$ cat config.mk
export PLATFORM = sky130hd
export DESIGN_NAME = rng_bus_scheduler_flat
export DESIGN_NICKNAME = d
export VERILOG_FILES = /design/src/rtl/rng_bus_scheduler_if.sv /design/src/rtl/rng_bus_scheduler.sv /design/src/flat_wrapper.sv
export SDC_FILE = /design/constraint.sdc
export NUM_CORES = 1
export LEC_CHECK = 0
export CAP_MARGIN = 20
export CORE_UTILIZATION = 49
export CTS_CLUSTER_SIZE = 10
export DETAILED_ROUTE_END_ITERATION = 8
export PLACE_DENSITY = 0.81
export REMOVE_ABC_BUFFERS = 1
export SLEW_MARGIN = 20
export SYNTH_ARGS = -nofsm -noshare
export SYNTH_HDL_FRONTEND = slang
export SYNTH_SLANG_ARGS = --single-unit
$ cat constraint.sdc
create_clock -name clk -period 2.55 [get_ports clk]
set_input_delay 0.6375 -clock clk [delete_from_list [all_inputs] [get_ports clk]]
set_output_delay 0.6375 -clock clk [all_outputs]
set_load 0.01 [all_outputs]
$ cat src/rtl/rng_bus_scheduler_if.sv
`timescale 1ns/1ps
// Bus between the scheduler (sole master) and the LCG random-number peripheral.
interface rng_bus_scheduler_if;
  logic        cyc;
  logic        stb;
  logic        we;
  logic        sel;
  logic [31:0] adr;
  logic [31:0] dat_w;
  logic [31:0] dat_r;
  logic        ack;

  modport master (output cyc, stb, we, sel, adr, dat_w, input dat_r, ack);
  modport slave  (input cyc, stb, we, sel, adr, dat_w, output dat_r, ack);
endinterface

$ cat src/rtl/rng_bus_scheduler.sv
`timescale 1ns/1ps
// Shares the LCG peripheral's output word between NUM_REQ requesters (round robin)
// and loads seed/mult/inc through its six config registers, with an ack timeout.
module rng_bus_scheduler #(
  parameter int unsigned NUM_REQ = 4,
  parameter int unsigned TIMEOUT = 15
) (
  input  logic               clk,
  input  logic               rst,
  input  logic [NUM_REQ-1:0] req,
  output logic [NUM_REQ-1:0] rsp_valid,
  output logic [31:0]        rsp_data,
  output logic               rsp_err,
  input  logic               cfg_start,
  input  logic [63:0]        cfg_seed,
  input  logic [63:0]        cfg_mult,
  input  logic [63:0]        cfg_inc,
  output logic               cfg_busy,
  output logic               cfg_done,
  output logic               cfg_err,
  rng_bus_scheduler_if.master m
);

  localparam int unsigned ID_W      = (NUM_REQ > 1) ? $clog2(NUM_REQ) : 1;
  localparam int unsigned CNT_W     = 8;
  localparam int unsigned IDX_W     = 3;
  localparam int unsigned NUM_WORDS = 6;

  typedef enum logic [1:0] {
    IDLE   = 2'd0,
    RD_BUS = 2'd1,
    WR_BUS = 2'd2,
    GAP    = 2'd3
  } state_t;

  state_t             state_q, state_d;
  logic [ID_W-1:0]    ptr_q, ptr_d;
  logic [ID_W-1:0]    gid_q, gid_d;
  logic [ID_W-1:0]    arb_id;
  logic               arb_hit;
  logic [NUM_REQ-1:0] arb_req;
  logic [IDX_W-1:0]   idx_q, idx_d;
  logic [CNT_W-1:0]   cnt_q, cnt_d;
  logic [63:0]        seed_q, seed_d;
  logic [63:0]        mult_q, mult_d;
  logic [63:0]        inc_q, inc_d;
  logic               launch;

  logic [NUM_REQ-1:0] rsp_valid_d;
  logic [31:0]        rsp_data_d;
  logic               rsp_err_d;
  logic               cfg_busy_d;
  logic               cfg_done_d;
  logic               cfg_err_d;
  logic               cyc_d, stb_d, we_d, sel_d;
  logic [31:0]        adr_d;
  logic [31:0]        dat_w_d;

  // Config register word order: high half before low half, seed/mult/inc.
  function automatic logic [31:0] cfg_word(input logic [IDX_W-1:0] i,
                                           input logic [63:0] s,
                                           input logic [63:0] mu,
                                           input logic [63:0] in);
    case (i)
      3'd0:    cfg_word = s[63:32];
      3'd1:    cfg_word = s[31:0];
      3'd2:    cfg_word = mu[63:32];
      3'd3:    cfg_word = mu[31:0];
      3'd4:    cfg_word = in[63:32];
      default: cfg_word = in[31:0];
    endcase
  endfunction

  // Round robin from ptr+1; rsp_valid is only non-zero in a read's GAP cycle,
  // which masks the requester just served so it can drop req.
  always_comb begin
    arb_req = req & ~rsp_valid;
    arb_hit = 1'b0;
    arb_id  = '0;
    for (int unsigned k = 1; k <= NUM_REQ; k++) begin
      if (!arb_hit && arb_req[ID_W'((32'(ptr_q) + k) % NUM_REQ)]) begin
        arb_hit = 1'b1;
        arb_id  = ID_W'((32'(ptr_q) + k) % NUM_REQ);
      end
    end
  end

  // Next state plus the next value of every registered output.
  always_comb begin
    state_d     = state_q;
    ptr_d       = ptr_q;
    gid_d       = gid_q;
    idx_d       = idx_q;
    cnt_d       = cnt_q;
    seed_d      = seed_q;
    mult_d      = mult_q;
    inc_d       = inc_q;
    launch      = 1'b0;
    rsp_valid_d = '0;
    rsp_data_d  = rsp_data;
    rsp_err_d   = 1'b0;
    cfg_busy_d  = cfg_busy;
    cfg_done_d  = 1'b0;
    cfg_err_d   = 1'b0;
    cyc_d       = 1'b0;
    stb_d       = 1'b0;
    we_d        = 1'b0;
    sel_d       = 1'b0;
    adr_d       = '0;
    dat_w_d     = '0;

    case (state_q)
      IDLE: launch = 1'b1;

      RD_BUS: begin
        if (m.ack) begin
          rsp_valid_d = NUM_REQ'(1) << gid_q;
          rsp_data_d  = m.dat_r;
          state_d     = GAP;
        end else if (cnt_q == CNT_W'(TIMEOUT - 1)) begin
          rsp_valid_d = NUM_REQ'(1) << gid_q;
          rsp_data_d  = '0;
          rsp_err_d   = 1'b1;
          state_d     = GAP;
        end else begin
          cyc_d = 1'b1;
          stb_d = 1'b1;
          sel_d = 1'b1;
          cnt_d = cnt_q + CNT_W'(1);
        end
      end

      WR_BUS: begin
        if (m.ack) begin
          idx_d   = idx_q + IDX_W'(1);
          state_d = GAP;
          if (idx_q == IDX_W'(NUM_WORDS - 1)) begin
            cfg_done_d = 1'b1;
            cfg_busy_d = 1'b0;
          end
        end else if (cnt_q == CNT_W'(TIMEOUT - 1)) begin
          cfg_err_d  = 1'b1;
          cfg_busy_d = 1'b0;
          state_d    = GAP;
        end else begin
          cyc_d   = 1'b1;
          stb_d   = 1'b1;
          we_d    = 1'b1;
          sel_d   = 1'b1;
          adr_d   = m.adr;
          dat_w_d = m.dat_w;
          cnt_d   = cnt_q + CNT_W'(1);
        end
      end

      GAP: begin
        if (cfg_busy) begin
          cyc_d   = 1'b1;
          stb_d   = 1'b1;
          we_d    = 1'b1;
          sel_d   = 1'b1;
          adr_d   = 32'(idx_q) + 32'd1;
          dat_w_d = cfg_word(idx_q, seed_q, mult_q, inc_q);
          cnt_d   = '0;
          state_d = WR_BUS;
        end else begin
          launch = 1'b1;
        end
      end

      default: state_d = IDLE;
    endcase

    // Shared by IDLE and a free GAP: config wins over reads.
    if (launch) begin
      state_d = IDLE;
      if (cfg_start) begin
        seed_d     = cfg_seed;
        mult_d     = cfg_mult;
        inc_d      = cfg_inc;
        cfg_busy_d = 1'b1;
        idx_d      = '0;
        cnt_d      = '0;
        cyc_d      = 1'b1;
        stb_d      = 1'b1;
        we_d       = 1'b1;
        sel_d      = 1'b1;
        adr_d      = 32'd1;
        dat_w_d    = cfg_seed[63:32];
        state_d    = WR_BUS;
      end else if (arb_hit) begin
        gid_d   = arb_id;
        ptr_d   = arb_id;
        cnt_d   = '0;
        cyc_d   = 1'b1;
        stb_d   = 1'b1;
        sel_d   = 1'b1;
        state_d = RD_BUS;
      end
    end
  end

  always_ff @(posedge clk or negedge rst) begin
    if (!rst) begin
      state_q   <= IDLE;
      ptr_q     <= ID_W'(NUM_REQ - 1);
      gid_q     <= '0;
      idx_q     <= '0;
      cnt_q     <= '0;
      seed_q    <= '0;
      mult_q    <= '0;
      inc_q     <= '0;
      rsp_valid <= '0;
      rsp_data  <= '0;
      rsp_err   <= 1'b0;
      cfg_busy  <= 1'b0;
      cfg_done  <= 1'b0;
      cfg_err   <= 1'b0;
      m.cyc     <= 1'b0;
      m.stb     <= 1'b0;
      m.we      <= 1'b0;
      m.sel     <= 1'b0;
      m.adr     <= '0;
      m.dat_w   <= '0;
    end else begin
      state_q   <= state_d;
      ptr_q     <= ptr_d;
      gid_q     <= gid_d;
      idx_q     <= idx_d;
      cnt_q     <= cnt_d;
      seed_q    <= seed_d;
      mult_q    <= mult_d;
      inc_q     <= inc_d;
      rsp_valid <= rsp_valid_d;
      rsp_data  <= rsp_data_d;
      rsp_err   <= rsp_err_d;
      cfg_busy  <= cfg_busy_d;
      cfg_done  <= cfg_done_d;
      cfg_err   <= cfg_err_d;
      m.cyc     <= cyc_d;
      m.stb     <= stb_d;
      m.we      <= we_d;
      m.sel     <= sel_d;
      m.adr     <= adr_d;
      m.dat_w   <= dat_w_d;
    end
  end

endmodule

$ cat src/flat_wrapper.sv
// flat-port wrapper written by rule: the top's interface ports become plain ports
module rng_bus_scheduler_flat 
#(
  parameter int unsigned NUM_REQ = 4,
  parameter int unsigned TIMEOUT = 15
)
  (clk, rst, req, rsp_valid, rsp_data, rsp_err, cfg_start, cfg_seed, cfg_mult, cfg_inc, cfg_busy, cfg_done, cfg_err, m_cyc, m_stb, m_we, m_sel, m_adr, m_dat_w, m_dat_r, m_ack);
  rng_bus_scheduler_if m_i ();
  input  logic clk;
  input  logic rst;
  input  logic [NUM_REQ-1:0] req;
  output logic [NUM_REQ-1:0] rsp_valid;
  output logic [31:0] rsp_data;
  output logic rsp_err;
  input  logic cfg_start;
  input  logic [63:0] cfg_seed;
  input  logic [63:0] cfg_mult;
  input  logic [63:0] cfg_inc;
  output logic cfg_busy;
  output logic cfg_done;
  output logic cfg_err;
  output wire logic [$bits(m_i.cyc)-1:0] m_cyc;
  output wire logic [$bits(m_i.stb)-1:0] m_stb;
  output wire logic [$bits(m_i.we)-1:0] m_we;
  output wire logic [$bits(m_i.sel)-1:0] m_sel;
  output wire logic [$bits(m_i.adr)-1:0] m_adr;
  output wire logic [$bits(m_i.dat_w)-1:0] m_dat_w;
  input wire logic [$bits(m_i.dat_r)-1:0] m_dat_r;
  input wire logic [$bits(m_i.ack)-1:0] m_ack;
  assign m_cyc = m_i.cyc;
  assign m_stb = m_i.stb;
  assign m_we = m_i.we;
  assign m_sel = m_i.sel;
  assign m_adr = m_i.adr;
  assign m_dat_w = m_i.dat_w;
  assign m_i.dat_r = m_dat_r;
  assign m_i.ack = m_ack;
  rng_bus_scheduler #(.NUM_REQ(NUM_REQ), .TIMEOUT(TIMEOUT)) u_core (.clk(clk), .rst(rst), .req(req), .rsp_valid(rsp_valid), .rsp_data(rsp_data), .rsp_err(rsp_err), .cfg_start(cfg_start), .cfg_seed(cfg_seed), .cfg_mult(cfg_mult), .cfg_inc(cfg_inc), .cfg_busy(cfg_busy), .cfg_done(cfg_done), .cfg_err(cfg_err), .m(m_i));
endmodule
==> reports/qor.yml, run 1 <==
run_status:
  status: "complete, no violations"
yosys:
  synth_top_area_cell: "dfrtp_1"
  netlist_instances: 1401
  synth_cell_types: 59
  synth_top_area_share_pct: 58.3
  synth_top_cells_by_count: "589 x nand2_1, 313 x dfrtp_1, 53 x clkbuf_1"
  synth_edf_count: 0
  ys.flop_type: "dfrtp_1"
  synth_warnings: 0
  netlist_area_um2: 13400
  yosys-top-cells-area: "dfrtp_1 58%, nand2_1 16%, a222oi_1 2.4%, o211a_1 2.4%, a22o_1 2.1%"
  syn_area_per_cell_um2: 9.58
  synth_seq_cells: 315
  synth_most_common_cell: "nand2_1"
  synth_async_sr_flop_share_pct: 100
  ys_seq_area_share_pct: 58.7
detailed_routing:
  wl_per_cell_um: 19.1
  dr.pass1.iters: 9
  drcViolationCount: 0
  drt_iter0_markers: 1398
  wl_um: 39800
  antenna_left: 0
  num_vias: 11800
  via_per_inst: 5.70
floorplan:
  coreArea_um2: 27000
  start_util_pct: 49.8
  num_rows: 60
  ioPinCount: 340
  die_area_um2: 28100
  die_h_um: 168
  dieWidth_um: 168
timing:
  whs_ps: 470
  tns_ps: 0
  max_slew_margin_pct: 35.9
  fin_crit_ps: 2360
  slew_viol_final: 0
  max_freq_ghz: 0.424
  hold_violations: 0
  min_period_over_period_pct: 92.5
  finalSetupViolations: 0
  worstMarginPinSlew_ps: 961
  rsz0062_at_grt: "false"
  skew_ps: 13.4
  finalWorstSetupSlack_ps: 191
worst_setup_path:
  r2r_end: "u_core.m.dat_w[18]"
  r2r_cells: 7
  r2r_slack_ps: 190
  cp.required_ps: 2920
  cp_max_fo: 42
  rr_startpoint: "u_core.idx_q[1]"
  slowest_stage: "ha_2"
  crit_buf_inv: 1
  cp_cell_sequence: "ha_1 > ha_2 > nor2_1 > o21ai_4 > buf_4 > o211a_1 > o211ai_1"
  cp-end-kind: "register"
  start_kind: "register"
  cpLargestDelayFamily: "adder cells"
  worst_ep_arrival_time_ps: 2730
  slowest_delay_ps: 570
  crit_type: "reg2reg"
power:
  p_seq_share_pct: 38.3
  p_int_uw: 13400
  p_per_area_nw_per_um2: 1140
  p_comb_share_pct: 39.7
  power.leakage_uw: 0.00893
  ir_drop_uv: 813
  clockPowerShare_pct: 22.0
  p_switching_uw: 7770
  swShare_pct: 36.8
cells_and_area:
  nets: 1969
  synthToLayoutAreaGrowth_pct: 37.6
  fill_cells: 1993
  regArea_um2: 7890
  drive_gt1_share_pct: 6.62
  multiInputGateArea_um2: 5100
clock_network:
  cts_tree: "yes"
  worstSkewPairLatency_ps: 510
  numCtsBuffers: 37
  path_clk_slew_ps: 50
  clock_path_buffers: 3
  ctsResizeCount: 0
  clockRootBuffer: "clkbuf_16"
  cts.sinks: 315
  htree_levels: 2
flow_run:
  cap_violations: 0
global_routing:
  grtUsageTotal_pct: 28.3
  grt_pass1_vias: 12200
  antenna_found_initial: 2
  grt_pass1_wl_um: 63200
  grt_overflow_total: 0
  grt_max_degree: 87
min_path:
  hold_end: "u_core.inc_q[16]"
  worstHoldPathCells: 2
  hp-class: "reg2reg"
  hold_start: "u_core.inc_q[16]"
place:
  place_ws_ps: 157
  routabilityCongestion: 0.858
  numPortBuffers: 339
  post-dp-hpwl_um: 26400
-- power groups by stage --
stage | Sequential, uW | Combinational, uW | Clock (uW)
after floorplan | 8170 | 4590 | 0
after global placement | 8030 | 8030 | 0
after detailed placement | 8070 | 8330 | 0
after CTS | 8050 | 8380 | 4720
after global routing | 8270 | 9230 | 4910
final | 8090 | 8400 | 4640
-- sequential cells by signal, indices dropped and copies added (netlist names), 2 cells and up --
name and cells:
u_core.gid_q 2, u_core.idx_q 3, u_core.seed_q 64, u_core.rsp_data 32, u_core.m.adr 32, u_core.state_q 2, u_core.m.dat_w 32, u_core.mult_q 64
u_core.inc_q 64, u_core.rsp_valid 4, u_core.cnt_q 8, u_core.ptr_q 2
-- per-layer routing --
metal / GRT usage (%) / up-vias / wire length [um]
met4: 11.5 / 0 / 1290
met5: 0 / - / 0
li1: - / 5403 / -
met3: 6.26 / 88 / 3300
met1: 35.7 / 5802 / 16000
met2: 47.3 / 553 / 19200
-- final cells by class --
type | count | share of cell area (%)
flip-flops and latches | 315 | 42.7
multi-input cells | 971 | 27.6
repair buffers | 389 | 21.6
clock buffers | 48 | 5.47
well taps | 341 | 2.31
inverters | 12 | 0.244
clock inverters | 1 | 0.0474
diodes | 2 | 0.0271
-- worst min-delay path: stages (launching register included) --
cell     delay (ps)
dfrtp_1         330
nand2_1          50
nand2_1          60
-- worst max path at each step --
stage	cells past startpoint	startpoint	slack [ps]	endpoint
finish	7	u_core.idx_q[1]	190	u_core.m.dat_w[18]
global placement	7	cfg_start	190	u_core.m.dat_w[12]
detailed placement	5	m_ack	160	u_core.state_q[0]
global route	7	u_core.idx_q[1]	10	u_core.m.dat_w[9]
CTS	6	u_core.idx_q[1]	160	u_core.m.dat_w[7]
floorplan	5	u_core.state_q[0]	-13030	u_core.m.adr[1]
-- placed cells by master, fill, tap and decap left out, drive strengths merged, types with 2 or more instances in the layout --
master           n
o211a           32
diode            2
a31oi            5
inv             13
buf             50
nand3           39
and4b            2
a22oi           33
nand2b           7
dfrtp          313
o21ai           42
dfstp            2
o31ai            3
nor4             2
nor2b            5
a21o             2
and2             3
nor2            11
a311oi           3
nor3b            3
or4              2
clkdlybuf4s50  338
clkbuf          48
a221o            2
ha              11
a21oi           20
a222oi          32
o211ai          32
a22o            32
and3b            2
and4             2
and3            31
o2111ai          2
nand4            4
nand2          590
nor3             4
a21boi           2
-- kinds of logic after synthesis --
family                   after synthesis  synth area share (%)
flip-flops                           315                  58.7
AND/OR/NAND/NOR                      710                  21.8
buffers and inverters                115                  3.78
AO/OA/AOI/OAI                        248                  14.5
XOR/XNOR                               1                0.0652
multiplexers                           1                0.0839
adder cells (fa/ha/maj)               11                  1.03
-- metrics by stage --
step | total power, uW | instances | instance area, um^2 | util, %
final | 21100 | 2079 | 18500 | 68.6
after CTS | 21100 | 2076 | 18400 | 68.4
after global placement | 16100 | 2026 | 17400 | 64.6
after global routing | 22400 | 2079 | 18500 | 68.6
after floorplan | 12800 | 1298 | 13000 | -
after detailed placement | 16400 | 2026 | 17400 | 64.6
-- what timing repair did --
item                                   4_1_cts  5_1_grt
hold buffers                                 1        0
setup buffers                                0        0
endpoints found under the hold margin        8        0
No activity file was read; power rests on OpenSTA's default activity.
==> inputs of run 2 (changes only) <==
--- a/config.mk
+++ b/config.mk
@@ -5,10 +5,11 @@
 export SDC_FILE = /design/constraint.sdc
 export NUM_CORES = 1
 export LEC_CHECK = 0
-export CAP_MARGIN = 20
+export ABC_CLOCK_PERIOD_IN_PS = 2550
 export CORE_UTILIZATION = 49
 export CTS_CLUSTER_SIZE = 10
 export DETAILED_ROUTE_END_ITERATION = 8
+export GPL_TIMING_DRIVEN = 1
 export PLACE_DENSITY = 0.81
 export REMOVE_ABC_BUFFERS = 1
 export SLEW_MARGIN = 20
==> results of run 2 <==
The final DEF is identical to that of run 1; final timing and power are the same.
==> inputs of run 3 (changes only) <==
--- a/config.mk
+++ b/config.mk
@@ -6,11 +6,12 @@
 export NUM_CORES = 1
 export LEC_CHECK = 0
 export ABC_CLOCK_PERIOD_IN_PS = 2550
-export CORE_UTILIZATION = 49
+export CORE_UTILIZATION = 51
+export CTS_BUF_LIST = sky130_fd_sc_hd__clkbuf_4 sky130_fd_sc_hd__clkbuf_8
 export CTS_CLUSTER_SIZE = 10
 export DETAILED_ROUTE_END_ITERATION = 8
 export GPL_TIMING_DRIVEN = 1
-export PLACE_DENSITY = 0.81
+export PLACE_DENSITY = 0.84
 export REMOVE_ABC_BUFFERS = 1
 export SLEW_MARGIN = 20
 export SYNTH_ARGS = -nofsm -noshare
==> reports/qor.yml, run 3 (synthesis results as in run 1) <==
cells_and_area:
  layout_commonest_cell: "nand2_1"
  drive_gt1_share_pct: 8.72
  design_area_um2: 18600
  fill_cells: 1882
  final_util_pct: 71.9
  layout_common_cells: "589 x nand2_1, 338 x clkdlybuf4s50_1, 312 x dfrtp_1"
  reg_top3: "u_core.inc_q: 64 flops, u_core.mult_q: 64 flops, u_core.seed_q: 64 flops"
  nets: 1968
  synthToLayoutAreaGrowth_pct: 38.7
power:
  ir_drop_uv: 964
  p_per_area_nw_per_um2: 1170
  power.leakage_uw: 0.00904
timing:
  whs_ps: 466
  skew_ps: 17.4
  max_freq_ghz: 0.424
  rsz0062_at_grt: "false"
  finalSetupViolations: 0
  slew_viol_final: 0
  min_period_over_period_pct: 92.5
  hold_violations: 0
  worstMarginPinSlew_ps: 960
  max_slew_margin_pct: 36.0
  fin_crit_ps: 2360
global_routing:
  grt_overflow_total: 0
  grt_pass1_wl_um: 61600
  grt_max_degree: 95
  grtUsageTotal_pct: 29.4
  grt_pass1_vias: 12000
  antenna_found_initial: 2
worst_setup_path:
  cp.required_ps: 3020
  r2r_slack_ps: 190
  crit_type: "reg2reg"
  worst_ep_arrival_time_ps: 2830
  start_kind: "register"
  cp-end-kind: "register"
  cp_max_fo: 32
place:
  numPortBuffers: 339
  placed_area_um2: 17300
  post-dp-hpwl_um: 26000
  routabilityCongestion: 0.827
min_path:
  hp-class: "reg2reg"
detailed_routing:
  drt_iter0_markers: 1164
  wl_per_cell_um: 18.8
  drcViolationCount: 0
  num_vias: 11800
  dr.pass1.iters: 6
  wl_um: 39600
  via_per_inst: 5.61
  antenna_left: 0
clock_network:
  cts_hold_buf: 1
  ctsResizeCount: 0
  path_clk_slew_ps: 60
  post_cts_buffers: 0
  worstSkewPairLatency_ps: 580
  clock_path_buffers: 3
  clockRootBuffer: "clkbuf_8"
  htree_levels: 2
  cts_tree: "yes"
  numCtsBuffers: 51
  cts.sinks: 315
floorplan:
  ioPinCount: 340
  num_rows: 59
  die_h_um: 164
  die_area_um2: 27000
  start_util_pct: 51.8
  coreArea_um2: 25900
  dieWidth_um: 164
flow_run:
  cap_violations: 0
run_status:
  status: "complete, no violations"
## run 3: routing by layer
| layer | track usage, % | share of wire (%) | vias up |
|---|---|---|---|
| met1 | 37.6 | 41 | 5709 |
| li1 | - | - | 5425 |
| met3 | 7.40 | 9.0 | 99 |
| met4 | 10.7 | 2.7 | 2 |
| met5 | 0 | 0.043 | - |
| met2 | 48.4 | 48 | 556 |
## run 3: critical path, stage by stage, from the launching register on
cell      delay [ps]
dfrtp_1          420
inv_1            170
ha_2             220
and2_2           790
a222oi_1         260
o211a_1          210
o211ai_1         190
## run 3: stage by stage
stage / power (uW) / TNS (ps) / cells / setup slack (ps)
after global placement: 16000 / 0 / 2006 / 161
after detailed placement: 16300 / 0 / 2006 / 95.0
final: 21800 / 0 / 2102 / 190
after global routing: 23200 / 0 / 2101 / 129
after CTS: 21900 / 0 / 2101 / 232
after floorplan: 12800 / -2849940 / 1298 / -13030
## run 3: report_power, final
part	internal (uW)	total, uW	switching, uW
clock network	3460	5520	2060
logic	3570	8260	4690
registers	6920	8060	1140
## run 3: path summary, 6_finish.rpt
kind,start,endpoint,cells after the start
worst max-delay path,u_core.idx_q[0],u_core.m.dat_w[1],6
worst min-delay path,u_core.inc_q[31],u_core.inc_q[31],2
worst max register to register,u_core.idx_q[0],u_core.m.dat_w[1],6
worst min register to register,u_core.inc_q[31],u_core.inc_q[31],2
max in group asynchronous,rst,u_core.idx_q[2],3
min in group asynchronous,rst,u_core.rsp_data[16],2
## run 3: final cells by class
type | count | area (um^2) | share of cell area (%)
sequential | 315 | 7890 | 42.3
multi-input combinational | 971 | 5100 | 27.4
timing repair buffer | 374 | 3860 | 20.7
clock buffer | 73 | 923 | 4.96
tap | 335 | 419 | 2.25
clock inverter | 21 | 389 | 2.09
inverter | 12 | 45.0 | 0.242
antenna | 1 | 2.50 | 0.0134
